File: config.mk
export PLATFORM = sky130hd
export DESIGN_NAME = mode_disp_mux
export DESIGN_NICKNAME = d
export VERILOG_FILES = /design/src/rtl/mode_disp_mux.sv
export SDC_FILE = /design/constraint.sdc
export NUM_CORES = 1
export LEC_CHECK = 0
export CAP_MARGIN = 20
export CORE_MARGIN = 2
export CORE_UTILIZATION = 39
export DETAILED_ROUTE_END_ITERATION = 10
export MAX_ROUTING_LAYER = met4
export PLACE_DENSITY = 0.9
export RECOVER_POWER = 50
export SYNTH_ARGS = -nofsm -noshare
export SYNTH_HDL_FRONTEND = slang
export SYNTH_SLANG_ARGS = --single-unit
File: constraint.sdc
create_clock -name clk -period 2.1 [get_ports clk]
set_input_delay 0.525 -clock clk [delete_from_list [all_inputs] [get_ports clk]]
set_output_delay 0.525 -clock clk [all_outputs]
set_load 0.005 [all_outputs]
File: src/rtl/mode_disp_mux.sv
// Display-source selector for the digital clock.
// Holds the current display mode and maps each mode to one of N_CH
// (digit-select, segment) channels. Outputs are forced off for a few cycles
// after each mode change to stop the old digits ghosting onto the new ones.
// Masked modes additionally blink their segments.
module mode_disp_mux #(
  parameter int                       N_CH       = 4,
  parameter int                       CW         = 2,
  parameter int                       N_MODE     = 4,
  parameter int                       MW         = 2,
  parameter int                       W_LEG      = 8,
  parameter int                       W_DIS      = 8,
  parameter logic [N_MODE*CW-1:0]     MODE_MAP   = 8'b10_00_01_00,
  parameter logic [N_MODE-1:0]        BLINK_MASK = 4'b0100,
  parameter int                       BLINK_HALF = 500,
  parameter int                       BLANK_CYC  = 4,
  parameter logic [W_LEG-1:0]         LEG_OFF    = '1,
  parameter logic [W_DIS-1:0]         DIS_OFF    = '1
) (
  input  logic                    clk,
  input  logic                    rst_n,
  input  logic                    mode_step,
  input  logic                    mode_load,
  input  logic [MW-1:0]           mode_in,
  input  logic [N_CH*W_LEG-1:0]   leg_in,
  input  logic [N_CH*W_DIS-1:0]   dis_in,
  output logic [W_LEG-1:0]        lego,
  output logic [W_DIS-1:0]        diso,
  output logic [MW-1:0]           mode,
  output logic                    sw_busy
);

  localparam int BKW = $clog2(BLANK_CYC + 1);
  localparam int BLW = (BLINK_HALF > 1) ? $clog2(BLINK_HALF) : 1;

  logic [MW-1:0]    mode_reg, mode_next;
  logic [BKW-1:0]   blank_cnt_reg, blank_cnt_next;
  logic [BLW-1:0]   blink_cnt_reg, blink_cnt_next;
  logic             phase_off_reg, phase_off_next;
  logic [W_LEG-1:0] lego_reg, lego_next;
  logic [W_DIS-1:0] diso_reg, diso_next;

  // Per-mode flag: the mapped channel actually exists (fixed by parameters).
  logic [N_MODE-1:0] map_ok;

  genvar gi;
  generate
    for (gi = 0; gi < N_MODE; gi++) begin : g_map_ok
      assign map_ok[gi] = (int'(MODE_MAP[gi*CW +: CW]) < N_CH);
    end
  endgenerate

  logic [MW-1:0]    mode_cand;
  logic [31:0]      mode_in_ext;
  logic             mode_change;
  logic [CW-1:0]    ch;
  logic [W_LEG-1:0] sel_leg;
  logic [W_DIS-1:0] sel_dis;

  // Next-state: mode selection, blanking count, blink timer and output data.
  always_comb begin
    mode_next      = mode_reg;
    blank_cnt_next = blank_cnt_reg;
    blink_cnt_next = blink_cnt_reg;
    phase_off_next = phase_off_reg;
    lego_next      = LEG_OFF;
    diso_next      = DIS_OFF;
    sel_leg        = LEG_OFF;
    sel_dis        = DIS_OFF;
    mode_in_ext    = 32'(mode_in);

    // Load wins over step; an out-of-range load swallows the step as well.
    if (mode_load) begin
      mode_cand = (mode_in_ext < N_MODE) ? mode_in : mode_reg;
    end else if (mode_step) begin
      mode_cand = (mode_reg == MW'(N_MODE - 1)) ? '0 : mode_reg + 1'b1;
    end else begin
      mode_cand = mode_reg;
    end
    mode_change = (mode_cand != mode_reg);

    // Free-running blink timer; phase flips every BLINK_HALF cycles.
    if (blink_cnt_reg == BLW'(BLINK_HALF - 1)) begin
      blink_cnt_next = '0;
      phase_off_next = ~phase_off_reg;
    end else begin
      blink_cnt_next = blink_cnt_reg + 1'b1;
    end

    // Channel data for the current mode; only segments are blinked so the
    // digit scan keeps running.
    ch = MODE_MAP[mode_reg*CW +: CW];
    if (map_ok[mode_reg]) begin
      sel_leg = leg_in[ch*W_LEG +: W_LEG];
      sel_dis = (BLINK_MASK[mode_reg] && phase_off_reg) ? DIS_OFF
                                                        : dis_in[ch*W_DIS +: W_DIS];
    end

    if (mode_change) begin
      mode_next      = mode_cand;
      blank_cnt_next = BKW'(BLANK_CYC);
      blink_cnt_next = '0;
      phase_off_next = 1'b0;
    end else if (blank_cnt_reg > BKW'(1)) begin
      blank_cnt_next = blank_cnt_reg - 1'b1;
    end else begin
      // Last blanking edge (count 1) already presents the new channel.
      if (blank_cnt_reg != '0) begin
        blank_cnt_next = blank_cnt_reg - 1'b1;
      end
      lego_next = sel_leg;
      diso_next = sel_dis;
    end
  end

  // State and output registers with synchronous active-low reset.
  always_ff @(posedge clk) begin
    if (!rst_n) begin
      mode_reg      <= '0;
      blank_cnt_reg <= '0;
      blink_cnt_reg <= '0;
      phase_off_reg <= 1'b0;
      lego_reg      <= LEG_OFF;
      diso_reg      <= DIS_OFF;
    end else begin
      mode_reg      <= mode_next;
      blank_cnt_reg <= blank_cnt_next;
      blink_cnt_reg <= blink_cnt_next;
      phase_off_reg <= phase_off_next;
      lego_reg      <= lego_next;
      diso_reg      <= diso_next;
    end
  end

  assign lego    = lego_reg;
  assign diso    = diso_reg;
  assign mode    = mode_reg;
  assign sw_busy = (blank_cnt_reg != '0);

endmodule

==> reports/qor.txt, run 1 <==
Synth area leaders = dfxtp_1 (36%), mux4_2 (16%), mux4_1 (6.2%)
DRT antenna net count = 0
cell type with the largest total area after synthesis = dfxtp_1
first-pass GRT wire length = 6.57 mm
vias = 1469
max reg flops = 9
starting density of the core = 0.399
FF+latch area = 624 µm²
worst skew pair latency = 0.28 ns
ratio of cells with drive above 1 in the final layout = 0.142
n_diodes = 0
RSZ-0062 raised after global routing = no
area of the multi-input gates = 983 µm²
top cells by count, synth = dfxtp_1 (31), mux4_2 (12)
Setup WS post-layout = 0.0817 ns
Final Wtd Congestion = 0.849
hpwl dp = 3.28 mm
row count = 24
max cap viols = 0
PD cells = 541 nW/µm²
clock edge transition at the registers on the reported setup and hold paths = 0.06 ns
Critical Path AT = 2.17 ns
status = complete, no violations
Fin Hold WS = 0.453 ns
Post-Synthesis Cells = 145
GRT overflow = 0
Syn Area/Cell = 11.7 µm²
Max Fclk = 0.495 GHz
post-synth cell types = 37
part of the cycle the worst path needs = 0.961
Final setup violation count = 0
io pins = 89
worst slew pin tran = 0.490 ns
Post-Route WL = 3.78 mm
Total Power = 1.49 mW
Seq cells post-synth = 31
die area = 4900 µm²
Main synth FF type = dfxtp_1
wire length per cell = 13.0 µm
die height = 70.0 µm
post-synthesis async set-or-reset flop share = 0
synthesized net count = 222
Slew Limit Fails = 0
Die W = 70.0 µm
maximum VDD drop = 0.000257 V
Max H-tree Level = 2
DR iter-0 viols = 41
Sink Count = 31
Worst slew margin = 0.671
CTS tree = yes
CP Max Fanout = 11
final hold viol count = 0
synthesized area = 1700 µm²
Filler cells = 318
shortest period the worst path allows = 2.02 ns
First-pass DRT Iterations = 4
LEAKAGE = 0.932 nW
IO Port Bufs = 88
GR Util All Layers = 0.176
sequential element share of the synthesized area = 0.365
post-synth top area share = 0.365
TritonCTS buffer count = 5
Post-CTS Setup Inserts = 0
DRC violations left = 0
fin util = 0.644
number of global-route vias before repair = 1520
Placement Setup Slack = -0.275 ns
drt via density = 5.03
WP data required = 2.25 ns
WS Path Type = in -> reg
critical path endpoint category = flop
count leader, synth = dfxtp_1
Critical Path Start Type = input pin
Post-synth EDFFs = 0
initial antenna violation count = 0
Layout area overhead = 61.4%
CTS root buf = clkbuf_8
core area = 4260 µm²
type of the worst min-delay path = reg -> reg
Synth Warn # = 0
Clock Path Buffers = 2
Final #Nets = 316
largest net degree at the start of global routing = 18
skew final = 0.00444 ns
-- final timing paths --
check                                 to  slack (ns)  cells past startpoint                        start
max                   lego[5]$_SDFF_PP1_        0.08                      5                    mode_step
min          blink_cnt_reg[0]$_SDFF_PP0_        0.45                      1  blink_cnt_reg[0]$_SDFF_PP0_
max reg2reg           diso[7]$_SDFF_PP1_        0.14                      4         mode[1]$_SDFFE_PN0P_
min reg2reg  blink_cnt_reg[0]$_SDFF_PP0_        0.45                      1  blink_cnt_reg[0]$_SDFF_PP0_
-- timing repair --
action	4_1_cts	5_1_grt
setup endpoints to repair	0	28
resized for setup	0	5
hold buffers	0	0
-- metal layers --
layer / share of wire / track usage / vias up
met5: 0 / - / -
li1: - / - / 732
met3: 0.055 / 0.0375 / 7
met4: 0.017 / 0.0684 / 0
met1: 0.39 / 0.189 / 676
met2: 0.54 / 0.315 / 54
-- where the power goes --
group / internal, mW / switching [mW] / total, mW / leakage [nW]
registers: 0.613 / 0.0150 / 0.628 / 0.253
clock network: 0.298 / 0.192 / 0.490 / 0.0515
logic: 0.251 / 0.117 / 0.368 / 0.627
-- through the flow --
step	std cells	instance area, µm²	TNS (ns)
6_report	292	2750	0
5_1_grt	292	2750	0
4_1_cts	292	2740	0
3_5_place_dp	284	2640	-6.80
3_3_place_gp	284	2640	-5.94
2_1_floorplan	145	1700	0
-- critical path: stages --
cell and delay, ns:
clkdlybuf4s50_1 0.50, o21ai_0 0.42, o211ai_4 0.17, buf_4 0.19
or3_1 0.36
-- cells by family (layout without fill, tap and decap cells) --
family	Yosys count	count (layout)	synth area share
AOI/OAI and AO/OA	12	12	0.0603
xor gates and xnor gates	10	10	0.0515
adders and majority gates	7	7	0.0515
buffers and inverters	13	108	0.0566
DFF	31	31	0.365
muxes	16	16	0.221
and+or+nand+nor	56	56	0.194
-- area by class of cell --
cell class / count / area share
multi-input combinational: 101 / 0.358
timing repair buffer: 96 / 0.349
sequential: 31 / 0.227
clock buffer: 8 / 0.0365
tap: 52 / 0.0237
inverter: 4 / 0.00547
-- cell usage in the layout, fill, tap and decap left out, types with 2 or more instances in the layout --
master,Yosys,routed
or3_1,8,8
nand3_1,3,3
nand2_1,7,7
clkdlybuf4s50_1,0,70
xnor2_1,7,7
nor2_1,8,8
dlygate4sd3_1,0,17
dfxtp_2,0,3
clkbuf_8,0,7
ha_1,7,7
xor2_1,3,3
o21ai_0,3,3
dfxtp_1,31,28
nor3_1,8,8
mux4_2,12,12
mux4_1,4,4
or4_1,8,8
buf_4,0,5
nand2b_1,4,4
inv_1,4,4
nor3b_1,2,2
Power figures use the tool's default switching activity.
==> run 2: changes to the inputs <==
Settings changed: CORE_MARGIN 2 to default.
==> reports/qor.txt, run 2 (same netlist as run 1, synthesis figures left out) <==
Worst slew margin = 0.641 (-0.0298)
wire length per cell = 15.4 µm (+19%)
met3 usage = 0.0333 (-0.00418)
gr busiest metal = met2
Max H-tree Level = 2 (unchanged)
Clock Path Buffers = 2 (unchanged)
RSZ-0062 raised after global routing = no
max cap viols = 0 (unchanged)
die height = 68.0 µm (-2.9%)
status = complete, no violations
hpwl dp = 3.70 mm (+13%)
clock edge transition at the registers on the reported setup and hold paths = 0.07 ns (about the same)
ratio of cells with drive above 1 in the final layout = 0.157 (+0.0154)
maximum VDD drop = 0.000301 V (+17%)
Critical Path Start Type = flop
switching pwr = 374 µW (+15%)
WS Path Type = reg -> reg
crit-path cells = inv_1 > ha_1 > buf_12 > mux4_2 > or4_1
DR iter-0 viols = 82 (+100%)
combinational group share of total power = 0.263 (+0.015)
drt via density = 5.31 (+5.5%)
worst slew pin tran = 0.534 ns (+0.0443 ns)
Post-Route WL = 4.51 mm (+19%)
slowest CP cell = dfxtp_1
DRC violations left = 0 (unchanged)
type of the worst min-delay path = reg -> reg
cell area after layout = 2750 µm² (+0.18%)
Int Pwr = 1.10 mW (-5.5%)
vias = 1550 (+5.5%)
fin util = 0.673 (+0.0292)
n_diodes = 0 (unchanged)
Slew Limit Fails = 0 (unchanged)
number of global-route vias before repair = 1597 (+5.1%)
first-pass GRT wire length = 7.29 mm (+11%)
IO Port Bufs = 88 (unchanged)
Placed Cells = 284 (unchanged)
DRT antenna net count = 0 (unchanged)
Setup WS post-layout = 0.0772 ns (-0.00451 ns)
final hold viol count = 0 (unchanged)
Seq pwr share = 0.428 (+0.006)
Die W = 68.0 µm (-2.9%)
skew final = 0.00454 ns (+0.0000936 ns)
First-pass DRT Iterations = 4 (unchanged)
LEAKAGE = 0.935 nW (+0.33%)
final cell count without fillers = 292 (unchanged)
Hold Buf Count CTS = 0 (unchanged)
TritonCTS buffer count = 5 (unchanged)
Final #Nets = 318 (+0.63%)
Placement Setup Slack = -0.266 ns (+0.00850 ns)
most frequent cells in the layout = clkdlybuf4s50_1 (69), dfxtp_1 (28), dlygate4sd3_1 (18)
PD cells = 535 nW/µm² (-1.2%)
max incr delay on CP = 0.48 ns (-0.02 ns)
CTS tree = yes
Layout area overhead = 61.7%
met1 Usage GRT = 0.230 (+0.0408)
GRT overflow = 0 (unchanged)
die area = 4630 µm² (-5.6%)
largest net degree at the start of global routing = 17 (-1)
CTS root buf = clkbuf_8
worst skew pair latency = 0.28 ns (about the same)
WP data required = 2.26 ns (about the same)
critical path endpoint category = flop
setup_tns = 0 ns (unchanged)
Sw Ratio = 0.254 (+0.0359)
core area = 4090 µm² (-4.2%)
Final Wtd Congestion = 0.859 (+1.2%)
routing usage on met2 = 0.413 (+0.0976)
initial antenna violation count = 0 (unchanged)
GR Util All Layers = 0.228 (+0.0519)
row count = 23 (-4.2%)
Sink Count = 31 (unchanged)
placed instance area = 2650 µm² (+0.47%)
Final setup violation count = 0 (unchanged)
io pins = 89 (unchanged)
Critical Path AT = 2.18 ns (about the same)
part of the cycle the worst path needs = 0.963 (+0.00215)
starting density of the core = 0.416 (+0.0173)
most common cell after layout, fill and taps aside = clkdlybuf4s50_1
Max Fclk = 0.494 GHz (-0.22%)
CP Max Fanout = 13 (+2)
clock power share = 0.310 (-0.020)
shortest period the worst path allows = 2.02 ns (+0.00451 ns)
max reg flops = 9 (unchanged)
==> run 2: cell type report <==
cell class | count | area [µm²]
Clock inverter | 3 | 20.0
Multi-Input combinational cell | 101 | 985
Fill cell | 302 | 1340
Tap cell | 50 | 62.6
Inverter | 4 | 15.0
Clock buffer | 5 | 68.8
Timing Repair Buffer | 98 | 975
Sequential cell | 31 | 624
==> run 2: power by group through the flow <==
stage | Clock [mW] | Sequential [mW] | Combinational, mW
after global placement | 0 | 0.641 | 0.374
final | 0.455 | 0.630 | 0.386
after CTS | 0.464 | 0.630 | 0.392
after detailed placement | 0 | 0.642 | 0.387
after global routing | 0.486 | 0.631 | 0.417
after floorplan | 0 | 0.639 | 0.188
==> run 2: path summary, 6_finish.rpt <==
path | startpoint | end | slack [ns] | cells after the start
max | mode[1]$_SDFFE_PN0P_ | diso[7]$_SDFF_PP1_ | 0.08 | 5
min | blink_cnt_reg[0]$_SDFF_PP0_ | blink_cnt_reg[0]$_SDFF_PP0_ | 0.47 | 1
max reg2reg | mode[1]$_SDFFE_PN0P_ | diso[7]$_SDFF_PP1_ | 0.08 | 5
min reg2reg | blink_cnt_reg[0]$_SDFF_PP0_ | blink_cnt_reg[0]$_SDFF_PP0_ | 0.47 | 1
==> run 2: what timing repair did <==
action	4_1_cts	5_1_grt
gates cloned	0	0
endpoints found under the setup margin	27	26
buffers inserted	0	0
gates resized for setup	1	6
==> run 2: worst max-delay path: cells and delay by family (launching register included) <==
family / cells / cell delay [ns]
adder cells (fa/ha/maj): 1 / 0.24
buffers and inverters: 2 / 0.27
flip-flops: 1 / 0.48
multiplexers: 1 / 0.43
AND/OR/NAND/NOR: 1 / 0.47
==> run 2: per-layer routing <==
metal  share of wire  up-vias
li1                -      735
met3           0.054       19
met4           0.049        0
met5               0        -
met1            0.36      722
met2            0.54       74
==> run 2: metrics by stage <==
step           hold WS, ns  power (mW)
6_report             0.465        1.47
5_1_grt              0.487        1.53
4_1_cts              0.472        1.49
3_5_place_dp         0.463        1.03
3_3_place_gp         0.449        1.02
2_1_floorplan        0.429       0.827
==> run 3: changes to the inputs <==
Settings changed: PLACE_DENSITY 0.9 to 0.76.
==> reports/qor.txt, run 3 (same netlist as run 1, synthesis figures left out) <==
CTS root buf = clkbuf_8
Total Power = 1.60 mW (+8.7%)
CTS tree = yes
drt via density = 5.08 (-4.3%)
starting density of the core = 0.416 (unchanged)
Placement Setup Slack = -0.293 ns (-0.0269 ns)
GR Util All Layers = 0.202 (-0.0252)
maximum VDD drop = 0.000347 V (+15%)
wire length per cell = 15.1 µm (-2.5%)
n_diodes = 0 (unchanged)
Filler cells = 321 (+6.3%)
LEAKAGE = 0.931 nW (-0.45%)
DRT antenna net count = 0 (unchanged)
die area = 4630 µm² (unchanged)
Clock Path Buffers = 2 (unchanged)
met3 usage = 0.0483 (+0.0150)
TritonCTS buffer count = 5 (unchanged)
Layout area overhead = 61.9% (about the same)
core area = 4090 µm² (unchanged)
GRT overflow = 0 (unchanged)
Post-Route WL = 4.38 mm (-2.8%)
number of global-route vias before repair = 1413 (-12%)
part of the cycle the worst path needs = 0.956 (-0.00736)
Final setup violation count = 0 (unchanged)
Sw Ratio = 0.222 (-0.0318)
WS Path Type = reg -> out
Int Pwr = 1.24 mW (+13%)
Max Fclk = 0.498 GHz (+0.77%)
shortest period the worst path allows = 2.01 ns (-0.0154 ns)
largest net degree at the start of global routing = 17 (unchanged)
FF+latch area = 622 µm² (-0.40%)
IO Port Bufs = 88 (unchanged)
worst slew pin tran = 0.528 ns (-0.00617 ns)
DR iter-0 viols = 71 (-13%)
max reg flops = 9 (unchanged)
skew final = 0.00366 ns (-0.000880 ns)
First-pass DRT Iterations = 4 (unchanged)
critical path endpoint category = output port
Critical Path Start Type = flop
io pins = 89 (unchanged)
final hold viol count = 0 (unchanged)
first-pass GRT wire length = 6.56 mm (-10%)
routing usage on met2 = 0.308 (-0.105)
gr busiest metal = met2
Post-CTS Setup Inserts = 0 (unchanged)
Max H-tree Level = 2 (unchanged)
Die W = 68.0 µm (unchanged)
PD cells = 581 nW/µm² (+8.6%)
initial antenna violation count = 0 (unchanged)
WP data required = 1.57 ns (-0.69 ns)
max cap viols = 0 (unchanged)
most frequent cells in the layout = clkdlybuf4s50_1 (71), dfxtp_1 (30), dlygate4sd3_1 (16)
clock edge transition at the registers on the reported setup and hold paths = 0.06 ns (about the same)
Worst slew margin = 0.645 (+0.00414)
area of the multi-input gates = 983 µm² (-0.13%)
Setup WS post-layout = 0.0926 ns (+0.0154 ns)
row count = 23 (unchanged)
met1 Usage GRT = 0.262 (+0.0323)
ratio of cells with drive above 1 in the final layout = 0.129 (-0.0284)
Seq pwr share = 0.390 (-0.038)
Hold Buf Count CTS = 0 (unchanged)
hpwl dp = 3.63 mm (-1.9%)
Final #Nets = 317 (-0.31%)
switching pwr = 356 µW (-4.9%)
DRC violations left = 0 (unchanged)
vias = 1479 (-4.6%)
Slew Limit Fails = 0 (unchanged)
Critical Path AT = 1.48 ns (-0.70 ns)
most common cell after layout, fill and taps aside = clkdlybuf4s50_1
status = complete, no violations
Sink Count = 31 (unchanged)
clock power share = 0.373 (+0.063)
RSZ-0062 raised after global routing = no
die height = 68.0 µm (unchanged)
CP Max Fanout = 3 (-10)
worst skew pair latency = 0.28 ns (about the same)
combinational group share of total power = 0.237 (-0.026)
Final Wtd Congestion = 0.823 (-4.3%)
type of the worst min-delay path = reg -> reg
run 3: cell types whose count changed in the layout (fill, tap and decap cells not counted):
cell             change
bufinv_16            +1
dfxtp_1              +2
clkbuf_1             +3
clkdlybuf4s50_1      +2
a32o_2               -1
buf_6                -1
dlygate4sd3_1        -2
clkinvlp_4           -2
buf_4                -4
dfxtp_2              -2
a32o_1               +1
clkbuf_4             +1
clkbuf_8             +1
run 3: path summary, 6_finish.rpt:
path                                  from                          end  slack [ns]  cells after the start
max reg2reg           mode[0]$_SDFFE_PN0P_  blink_cnt_reg[8]$_SDFF_PP0_        0.11                      7
min reg2reg    blink_cnt_reg[0]$_SDFF_PP0_  blink_cnt_reg[0]$_SDFF_PP0_        0.46                      1
max          blank_cnt_reg[1]$_SDFFE_PP0P_                      sw_busy        0.09                      4
min            blink_cnt_reg[0]$_SDFF_PP0_  blink_cnt_reg[0]$_SDFF_PP0_        0.46                      1
run 3: metal layers:
metal  up-vias  wire length [µm]
met5         -                 0
met2        48              2210
met4         0                64
met1       691              1880
met3         7               228
li1        733                 -
run 3: stage by stage:
step | std cells | hold WS (ns) | setup TNS (ns) | area [µm²] | utilization
floorplan | 145 | 0.429 | 0 | 1700 | -
global placement | 283 | 0.451 | -5.99 | 2640 | 0.647
detailed placement | 283 | 0.453 | -7.18 | 2640 | 0.647
CTS | 291 | 0.463 | 0 | 2760 | 0.675
global route | 291 | 0.503 | 0 | 2750 | 0.674
finish | 291 | 0.458 | 0 | 2750 | 0.674
run 3: worst max-delay path: stages, from the launching register on:
cell	delay [ns]
dfxtp_1	0.36
inv_1	0.09
ha_1	0.18
nand2b_1	0.08
clkdlybuf4s50_1	0.50
run 3: cell type report:
type | instances | share of cell area
Clock inverter | 2 | 0.0127
Multi-Input combinational cell | 101 | 0.357
Inverter | 4 | 0.00545
Clock buffer | 6 | 0.0300
Timing Repair Buffer | 97 | 0.346
Sequential cell | 31 | 0.226
Tap cell | 50 | 0.0227
run 3: repair_timing:
item,in CTS,in global routing
setup endpoints to repair,0,28
resized for setup,0,3
hold endpoints to repair,0,0
run 3: power by group through the flow:
stage | logic (mW) | registers [mW] | clock network (mW)
2_1_floorplan | 0.188 | 0.639 | 0
3_3_place_gp | 0.383 | 0.637 | 0
3_5_place_dp | 0.389 | 0.637 | 0
4_1_cts | 0.391 | 0.624 | 0.615
5_1_grt | 0.411 | 0.627 | 0.627
6_report | 0.379 | 0.624 | 0.596
